**config.mk**
```make
export PLATFORM = sky130hd
export DESIGN_NAME = progmem_loader
export DESIGN_NICKNAME = d
export VERILOG_FILES = /design/src/rtl/progmem_loader.sv
export SDC_FILE = /design/constraint.sdc
export NUM_CORES = 1
export LEC_CHECK = 0
export CAP_MARGIN = 10
export CORE_MARGIN = 10
export CORE_UTILIZATION = 63
export CTS_CLUSTER_DIAMETER = 80
export CTS_CLUSTER_SIZE = 30
export DETAILED_ROUTE_END_ITERATION = 10
export PLACE_DENSITY = 0.82
export SLEW_MARGIN = 10
export SYNTH_ARGS = -nofsm -noshare
export SYNTH_HDL_FRONTEND = slang
export SYNTH_SLANG_ARGS = --single-unit
```
**constraint.sdc**
```tcl
create_clock -name clk -period 11.9 [get_ports clk]
set_clock_uncertainty 0.05 [all_clocks]
set_input_delay 2.975 -clock clk [delete_from_list [all_inputs] [get_ports clk]]
set_output_delay 2.975 -clock clk [all_outputs]
set_load 0.1 [all_outputs]
```
**src/rtl/progmem_loader.sv**
```systemverilog
// progmem_loader: single-port program memory with a nibble-serial loader.
// After reset the whole array is cleared. The CPU then reads and writes it,
// or a loader session streams a full image in, one LD_W nibble at a time.
module progmem_loader #(
    parameter int DATA_W = 16,
    parameter int ADDR_W = 4,
    parameter int LD_W   = 4
) (
    input  logic              clk,
    input  logic              resetn,
    input  logic [ADDR_W-1:0] addr,
    input  logic [DATA_W-1:0] din,
    input  logic              write_en,
    output logic [DATA_W-1:0] dout,
    output logic              busy,
    input  logic              ld_start,
    input  logic              ld_valid,
    input  logic [LD_W-1:0]   ld_nib,
    output logic              ld_ready,
    output logic              ld_done
);

    localparam int DEPTH = 2 ** ADDR_W;
    localparam int NPW   = DATA_W / LD_W;
    localparam int CNT_W = (NPW > 1) ? $clog2(NPW) : 1;

    localparam logic [ADDR_W-1:0] LAST_ADDR = ADDR_W'(DEPTH - 1);
    localparam logic [CNT_W-1:0]  LAST_NIB  = CNT_W'(NPW - 1);

    typedef enum logic [1:0] {
        CLEAR = 2'd0,
        IDLE  = 2'd1,
        LOAD  = 2'd2
    } state_t;

    state_t            state;
    logic [ADDR_W-1:0] ptr;
    logic [ADDR_W-1:0] wptr;
    logic [CNT_W-1:0]  nib_cnt;
    logic [DATA_W-1:0] asm_word;
    logic [DATA_W-1:0] mem [DEPTH];

    logic              nib_acc;
    logic              word_done;
    logic [DATA_W-1:0] asm_next;
    logic              mem_we;
    logic [ADDR_W-1:0] mem_waddr;
    logic [DATA_W-1:0] mem_wdata;

    // A nibble is taken only while the loader handshake is open in LOAD.
    assign nib_acc   = (state == LOAD) && ld_valid && ld_ready;
    assign word_done = nib_acc && (nib_cnt == LAST_NIB);
    // New nibble enters at the LSBs; older nibbles move toward the MSBs.
    assign asm_next  = (asm_word << LD_W) | DATA_W'(ld_nib);

    // Single memory write port shared by clear sweep, CPU writes and the loader.
    always_comb begin
        mem_we    = 1'b0;
        mem_waddr = addr;
        mem_wdata = din;
        if (resetn) begin
            case (state)
                CLEAR: begin
                    mem_we    = 1'b1;
                    mem_waddr = ptr;
                    mem_wdata = '0;
                end
                IDLE: begin
                    mem_we = write_en;
                end
                LOAD: begin
                    if (word_done) begin
                        mem_we    = 1'b1;
                        mem_waddr = wptr;
                        mem_wdata = asm_next;
                    end
                end
                default: begin
                    mem_we = 1'b0;
                end
            endcase
        end
    end

    // Memory array; contents are initialised by the clear sweep, not by reset.
    always_ff @(posedge clk) begin
        if (mem_we) begin
            mem[mem_waddr] <= mem_wdata;
        end
    end

    // Word assembly shift register; pure datapath, loaded on each accepted nibble.
    always_ff @(posedge clk) begin
        if (nib_acc) begin
            asm_word <= asm_next;
        end
    end

    // Control FSM with registered status outputs and registered read data.
    always_ff @(posedge clk) begin
        if (!resetn) begin
            state    <= CLEAR;
            ptr      <= '0;
            wptr     <= '0;
            nib_cnt  <= '0;
            dout     <= '0;
            ld_ready <= 1'b0;
            ld_done  <= 1'b0;
            busy     <= 1'b1;
        end else begin
            case (state)
                CLEAR: begin
                    if (ptr == LAST_ADDR) begin
                        state <= IDLE;
                        busy  <= 1'b0;
                    end else begin
                        ptr <= ptr + 1'b1;
                    end
                end
                IDLE: begin
                    dout <= mem[addr];
                    if (ld_start) begin
                        state    <= LOAD;
                        wptr     <= '0;
                        nib_cnt  <= '0;
                        ld_done  <= 1'b0;
                        ld_ready <= 1'b1;
                        busy     <= 1'b1;
                    end
                end
                LOAD: begin
                    if (nib_acc) begin
                        if (nib_cnt == LAST_NIB) begin
                            nib_cnt <= '0;
                            if (wptr == LAST_ADDR) begin
                                state    <= IDLE;
                                ld_ready <= 1'b0;
                                ld_done  <= 1'b1;
                                busy     <= 1'b0;
                            end else begin
                                wptr <= wptr + 1'b1;
                            end
                        end else begin
                            nib_cnt <= nib_cnt + 1'b1;
                        end
                    end
                end
                default: begin
                    state <= CLEAR;
                    ptr   <= '0;
                    busy  <= 1'b1;
                end
            endcase
        end
    end

endmodule
```
==> metrics.txt <==
Crit Path Category in2reg; overall routed net length 26840 µm; crit-path cells clkdlybuf4s50_1, inv_1, nor2_2, a221oi_1, buf_4, nor4_2, buf_4; n_diodes 0; Flop pwr share 58.1%; Max Slew Vio Count 0; DRC 0; crit path capture type flip-flop; family with the most delay on the worst path buffers and inverters; TNS Setup 0 ps; Pleak 0.004619 µW; status completed; Rel. slew slack 25.06%; DP HPWL 17190 µm; crit path from resetn; FFs w/ async S/R, synth 0%; Final Cell Area 0.01324 mm²; R2R Path End mem[11][15]; mean area per synthesized cell 15.65 µm²; Critical Path End mem[11][15]; combinational power share 16.2%; Post-synth EDFFs 268; Warnings, synthesis 0; post-route ant nets 0; Clock Tree Root clkbuf_16; R2R depth 8; fmax 173.1 MHz; Sw Share 27.37%; hold buffers post-CTS 0; Int Pwr 1561 µW; Startpoint Class input pin; worst slew pin tran 1119 ps; Num CTS Buffers 14; cell count along the critical path 7; clock slew seen by the registers of the worst setup and hold paths 100 ps; critical path buffer and inverter count 4; max_cap viols 0; Mapped Cells 764; Avg WL per Cell 25.59 µm; CTS tree done; Synth Register Bits 299; initial antenna violation count 0; clock network fraction of design power 25.6%; DR iter-0 viols 858; slowest stage delay, CP 850 ps; Distinct cells, synth 46; first-pass GRT wire length 40720 µm; Hold Slack 414.6 ps; vias 7017; Post-layout nets 844; top-level I/O count 48; Max Fanout on Critical Path 18; final hold violation count 0; Clock Sinks 299; maximum VDD drop 0.1217 mV; CTS max path bufs 3; Final Cycle Share 48.54%; first drt pass iteration count 5; most frequent cells in the layout edfxtp_1, mux2i_1, nand3_1, a22oi_1, clkdlybuf4s50_1; Final Setup Violations 0; Area Growth Syn to Fin 10.76%; fin cells 1049; IO Port Bufs 47; Die Wd 157.8 µm; Hold WC Path Type reg2reg; Cell Pwr Density 162.3 mW/mm²; H-Tree Depth 1; # rows 50; vias per cell 6.689; Synth Net Count 801; Syn Std Cell Area 0.01195 mm²; CP max stage cell clkdlybuf4s50_1; later-pin clock latency in the skew report 500 ps; flop2flop setup slack 8530 ps; gpl congestion 0.8694; R2R Path Start state[0]; starting density of the core 63.91%; largest net degree at the start of global routing 70; Worst EP arrival 5910 ps; post_cts resized 0; worst path required time 12040 ps; RSZ-0062 raised after global routing false; top_reg_cell synth edfxtp_1; CP most frequent cell buf_4; most common cell after layout, fill and taps aside edfxtp_1; Die Height 157.8 µm; P_sw 588.1 µW; minimum clock period 5776 ps; post-synthesis sequential area ratio 72.51%; Post-DP Area 0.01280 mm²; vias in the first global route 6862; Global Route Usage Sum 21.65%; die area 0.02489 mm²; core footprint 0.01871 mm²; Post-CTS Repair Setup Buffers 0; layout cell share with drive strength beyond 1 8.466%; placed insts 1025; grt ovf 0
-- cell type report --
class | count | area (µm²)
Sequential cell | 299 | 8668
Timing Repair Buffer | 69 | 636.9
Clock inverter | 3 | 38.79
Tap cell | 234 | 292.8
Inverter | 6 | 22.52
Multi-Input combinational cell | 417 | 3183
Fill cell | 1133 | 5465
Clock buffer | 21 | 397.9
-- synth_stat cells, types with 4 or more instances --
cell type	number	area, µm²
nor2b_1	7	43.79
inv_1	6	22.52
mux2i_1	129	1291
edfxtp_1	268	8048
o21ai_0	11	55.05
buf_2	18	90.09
nor2_1	7	26.28
clkbuf_1	22	82.58
nor4_1	16	100.1
a22oi_1	49	367.9
dfxtp_1	31	620.6
nand3_1	53	265.3
a21oi_1	31	155.2
a22o_1	18	157.7
and3_1	4	25.02
o21a_1	5	37.54
nand2_1	43	161.4
ha_1	8	100.1
-- worst min path at each step --
stage	slack [ps]	end	depth (start not counted)	startpoint
2_1_floorplan	380	asm_word[10]	0	asm_word[6]
5_1_grt	430	asm_word[8]	0	asm_word[4]
4_1_cts	420	dout[7]	2	dout[7]
3_5_place_dp	390	dout[7]	2	dout[7]
3_3_place_gp	380	dout[7]	2	dout[7]
6_report	410	dout[7]	2	dout[7]
-- state kept, by name, indices dropped and copies added (netlist names) --
signal / count
asm_word: 12
wptr: 4
ld_done: 1
ptr: 4
state: 2
ld_ready: 1
mem: 256
busy: 1
dout: 16
nib_cnt: 2
-- through the flow --
step / util (%) / setup slack, ps / total power (µW)
floorplan: - / 5958 / 1494
global placement: 68.43 / 5790 / 1602
detailed placement: 68.43 / 5643 / 1617
CTS: 70.76 / 6157 / 2151
global route: 70.78 / 5816 / 2216
finish: 70.78 / 6124 / 2149
-- metal layers --
layer	vias to the layer above	track usage (%)	wire [µm]
li1	3095	-	-
met4	0	9.840	1183
met3	56	2.687	1974
met2	343	35.50	13140
met5	-	0	0
met1	3523	28.49	10540
-- logic make-up (layout without fill, tap and decap cells) --
logic type               count (synthesis)  after routing  synth area share (%)
adder cells (fa/ha/maj)                  8              8                0.8374
AO/OA/AOI/OAI                          132            132                 7.766
flip-flops                             299            299                 72.51
buffers and inverters                   48             99                 1.790
multiplexers                           129            129                 10.80
AND/OR/NAND/NOR                        148            148                 6.291
-- power by group through the flow --
stage / clock, µW / combinational, µW / sequential, µW
finish: 551 / 349 / 1250
global route: 591 / 371 / 1250
CTS: 556 / 347 / 1250
detailed placement: 0 / 345 / 1270
global placement: 0 / 335 / 1270
floorplan: 0 / 158 / 1340
-- worst register-to-register path: cells and delay by family, from the launching register on --
family          cells  cell delay (ps)
flops               1              370
compound gates      1              210
simple gates        3             1310
buf+inv             3              660
fa+ha+maj           1              470
Power figures use the tool's default switching activity.
==> variant 1 (same flow settings) <==
Change the parameter `DATA_W` from 16 to 32.
--- a/src/rtl/progmem_loader.sv
+++ b/src/rtl/progmem_loader.sv
@@ -2,7 +2,7 @@
 // After reset the whole array is cleared. The CPU then reads and writes it,
 // or a loader session streams a full image in, one LD_W nibble at a time.
 module progmem_loader #(
-    parameter int DATA_W = 16,
+    parameter int DATA_W = 32,
     parameter int ADDR_W = 4,
     parameter int LD_W   = 4
 ) (
Interface: changed (resized din and dout); port bits go from 48 to 80. The function was not compared with the original's and may differ.
==> variant 1 against the original RTL <==
  * Design area up 90%
  * Via count up 81%
  * Sequential cell count up 289
  * Total power up 64%
  * Register-to-register slack worse by 0.51 ns
  * Cell count up 85%
  * Routed wire length up 86%
  * Largest power group unchanged
  * Clock power up 87%
  * Setup slack worse by 0.36 ns
  * Area after synthesis up 92%
==> variant 1: results (changes against the original RTL) <==
[logic_synthesis]
synthTopCellsByCount = 540 x edfxtp_1, 257 x mux2i_1, 104 x nand3_1
ys_seq_area_share_pct = 75.0  ; +2.5 points
netlist_instances = 1406  ; +84%
synth_edf_count = 540  ; +100%
ys.flop_type = edfxtp_1
ys_types = 45  ; -2.2%
synthTopCellsByArea = edfxtp_1 71%, mux2i_1 11%, dfxtp_1 4.2%, nand3_1 2.3%, a22oi_1 2.1%

[power]
p_seq_share_pct = 65.0  ; +6.9 points
p_leak_nw = 8.72  ; +89%
max-vdd-ir-drop_uv = 175  ; +44%
p_sw_w = 0.000728  ; +24%

[place]
dp_slack_ns = 5.21  ; -0.431 ns
hpwlAfterDp_um = 28000  ; +63%
placed_area_mm2 = 0.0244  ; +90%
portBuffers = 79  ; +68%
gp_congestion = 0.808  ; -7.1%
dp.cells = 1903  ; +86%

[sta]
max_slew.worst_pin.slew_ns = 1.24  ; +0.125 ns

[global_route]
grt_start_max_net_pins = 65  ; -7.1%
grt_pass1_wl_um = 75400  ; +85%
track_usage_pct = 22.3  ; +0.60 points
grt_pass1_vias = 12813  ; +87%

[clocking]
clk_path_buf_depth = 3  ; unchanged
clk_latency_ns = 0.58  ; +0.08 ns
ctsResizeCount = 0  ; unchanged
cts_buffers = 24  ; +10
path_clk_slew_ns = 0.10  ; about the same

[routing]
drtIter0Drc = 1263  ; +47%
wire_per_inst_um = 25.7  ; +0.48%
wirelength_um = 50000  ; +86%
avgViaCountPerCell = 6.52  ; -2.6%

[worst_setup_path]
worstPathArrival_ns = 6.31  ; +0.40 ns
rr_worst_depth = 7  ; -1
path_max_fanout = 37  ; +19

[cells_and_area]
fillers = 2272  ; +100%
reg.largest.list = mem: 512 flops, dout: 32 flops, asm_word: 28 flops
finalNetCount = 1521  ; +80%
diodes = 0  ; unchanged
drive_gt1_share_pct = 6.54  ; -1.9 points

[outcome]
status = completed

[min_path]
hp-class = flop to flop
worstHoldPathCells = 1  ; -1

-- variant 1: final timing paths --
kind	startpoint	end	slack, ns
worst min-delay path	busy	busy	0.41
worst max-delay path	resetn	mem[11][5]	5.76
worst min register to register	busy	busy	0.41
worst max register to register	state[0]	mem[11][5]	8.02
-- variant 1: final cells by class --
| type | instances | area, um2 | area share [%] |
|---|---|---|---|
| Inverter | 7 | 26.3 | 0.105 |
| Sequential cell | 588 | 17200 | 68.4 |
| Multi-Input combinational cell | 733 | 5510 | 21.9 |
| Timing Repair Buffer | 114 | 1060 | 4.21 |
| Clock inverter | 6 | 101 | 0.403 |
| Clock buffer | 36 | 667 | 2.65 |
| Tap cell | 461 | 577 | 2.30 |
-- variant 1: cells by family after synthesis --
| kind of cell | count (synthesis) | share of synthesized area, % |
|---|---|---|
| and+or+nand+nor | 260 | 5.53 |
| buffers and inverters | 85 | 1.56 |
| AOI/OAI and AO/OA | 208 | 6.22 |
| adders and majority gates | 8 | 0.437 |
| DFF | 588 | 75.0 |
| muxes | 257 | 11.2 |
-- variant 1: critical path: stages --
cell	delay, ns
clkdlybuf4s50_1	0.88
inv_2	0.30
nor2_4	0.83
a221oi_2	0.37
nor4b_4	0.35
buf_4	0.56
-- variant 1: routing by layer --
layer / part of all wire (%) / GRT usage (%)
met2: 50 / 38.2
met4: 2.7 / 6.39
met5: 0 / 0
met1: 39 / 28.8
met3: 8.3 / 3.78
-- variant 1: power groups by stage --
stage                     logic, W  registers, W  clock network, W
after detailed placement  0.000197       0.00233                 0
after global placement    0.000190       0.00233                 0
after floorplan           0.000119       0.00234                 0
after CTS                 0.000198       0.00228           0.00104
final                     0.000199       0.00228           0.00103
after global routing      0.000211       0.00229           0.00110
==> variant 2 (same flow settings) <==
Without the edit above. The 3 states of `state_t` get a one-hot encoding in 3 bits.
--- a/src/rtl/progmem_loader.sv
+++ b/src/rtl/progmem_loader.sv
@@ -27,10 +27,10 @@
     localparam logic [ADDR_W-1:0] LAST_ADDR = ADDR_W'(DEPTH - 1);
     localparam logic [CNT_W-1:0]  LAST_NIB  = CNT_W'(NPW - 1);
 
-    typedef enum logic [1:0] {
-        CLEAR = 2'd0,
-        IDLE  = 2'd1,
-        LOAD  = 2'd2
+    typedef enum logic [2:0] {
+        CLEAR = 3'b001,
+        IDLE  = 3'b010,
+        LOAD  = 3'b100
     } state_t;
 
     state_t            state;
Function: no difference found for any inputs over 10 cycles, from zero or initial values and one cycle with resetn low; not proved beyond that.
==> variant 2 against the original RTL <==
  * Design area is 2.0% lower
  * Maximum frequency rose by 2.7%
  * Routed wire length is 1.2% lower
  * Worst hold slack got worse by 0.011 ns
  * Total power decreased by 0.29%
  * Largest cell class unchanged
  * Area after synthesis is 1.7% lower
  * Sequential cell count increased by 1
  * Largest power group unchanged
  * Setup slack gained 0.15 ns
==> variant 2: results (changes against the original RTL) <==
[outcome]
status = completed

[logic_synthesis]
syn-num-nets = 654  ; -18%
netlist_instances = 622  ; -19%
synthTopCellsByArea = edfxtp_1 68%, mux4_2 12%, dfxtp_1 5.5%, a22o_1 2.5%, a22oi_1 2.2%
ys_seq_area_share_pct = 73.9  ; +1.4 points
ys_types = 50  ; +8.7%

[cells_and_area]
fillers = 1037  ; -8.5%
final_cells = 911  ; -13%
drive_gt1_share_pct = 17.0  ; +8.5 points
finalNetCount = 707  ; -16%

[worst_setup_path]
rr_worst_depth = 6  ; -2
worstReg2RegStart = state[2]
path_max_fanout = 20  ; +2
r2r_slack_ns = 8.21  ; -0.32 ns
worstPathArrival_ns = 5.77  ; -0.14 ns
r2r_end = mem[2][10]

[global_route]
grt_start_max_net_pins = 67  ; -4.3%
track_usage_pct = 21.9  ; +0.26 points

[routing]
drtIter0Drc = 643  ; -25%
wire_per_inst_um = 29.1  ; +14%
drt_pass1_iterations = 7  ; +2
avgViaCountPerCell = 6.81  ; +1.8%

[place]
gp_congestion = 0.920  ; +5.8%
dp.cells = 888  ; -13%
hpwlAfterDp_um = 16500  ; -4.2%
dp_slack_ns = 5.85  ; +0.211 ns

[power]
p_leak_nw = 4.18  ; -9.5%

[min_path]
hp-start = asm_word[4]
hold_end = asm_word[8]
worstHoldPathCells = 0  ; -2

[sta]
max_slew.worst_pin.slew_ns = 1.01  ; -0.109 ns
fin_crit_ns = 5.62  ; -0.155 ns

-- variant 2: how the worst max path moves through the flow --
stage,startpoint,to,depth (start not counted)
after CTS,ld_valid,mem[2][12],7
final,resetn,mem[2][10],7
after floorplan,ld_valid,mem[5][0],6
after detailed placement,ld_valid,mem[2][2],7
after global placement,resetn,mem[14][12],6
after global routing,resetn,mem[2][0],7
-- variant 2: worst max-delay path: stages --
cell and delay [ns]:
clkdlybuf4s50_1 0.72, nor2b_1 0.25, o211ai_2 0.40, a2bb2oi_1 0.31, nand2_1 0.14, nor2_1 0.63, buf_4 0.33
-- variant 2: power by group through the flow --
| stage | Clock (W) | Sequential, W | Combinational (W) |
|---|---|---|---|
| finish | 0.000573 | 0.00127 | 0.000299 |
| floorplan | 0 | 0.00130 | 0.000180 |
| global placement | 0 | 0.00129 | 0.000282 |
| detailed placement | 0 | 0.00129 | 0.000295 |
| global route | 0.000613 | 0.00127 | 0.000319 |
| CTS | 0.000580 | 0.00127 | 0.000297 |
-- variant 2: final cells by class --
type / count / area (um2) / area share, %
clock inverter: 3 / 67.6 / 0.521
tap: 229 / 287 / 2.21
sequential: 300 / 8690 / 66.9
timing repair buffer: 70 / 636 / 4.90
multi-input combinational: 284 / 2890 / 22.3
inverter: 5 / 18.8 / 0.145
clock buffer: 20 / 394 / 3.04
-- variant 2: routing by layer --
layer	vias up	track usage, %	wire (um)
met4	0	6.16	586
met2	330	38.3	13900
met5	-	0	0
li1	2646	-	-
met3	40	3.67	2140
met1	3188	27.8	9860
-- variant 2: stage by stage --
stage / hold WS [ns] / cell area [um2] / power (W)
CTS: 0.408 / 13000 / 0.00215
global route: 0.418 / 13000 / 0.00221
floorplan: 0.377 / 11800 / 0.00148
finish: 0.404 / 13000 / 0.00214
detailed placement: 0.388 / 12500 / 0.00159
global placement: 0.383 / 12500 / 0.00157
-- variant 2: kinds of logic (layout without fill, tap and decap cells) --
family	after synthesis	in the layout	synth area share [%]
flip-flops	300	300	73.9
AO/OA/AOI/OAI	107	107	6.84
AND/OR/NAND/NOR	103	103	4.59
multiplexers	68	68	12.6
buffers and inverters	38	98	1.48
adder cells (fa/ha/maj)	3	3	0.319
XOR/XNOR	3	3	0.224
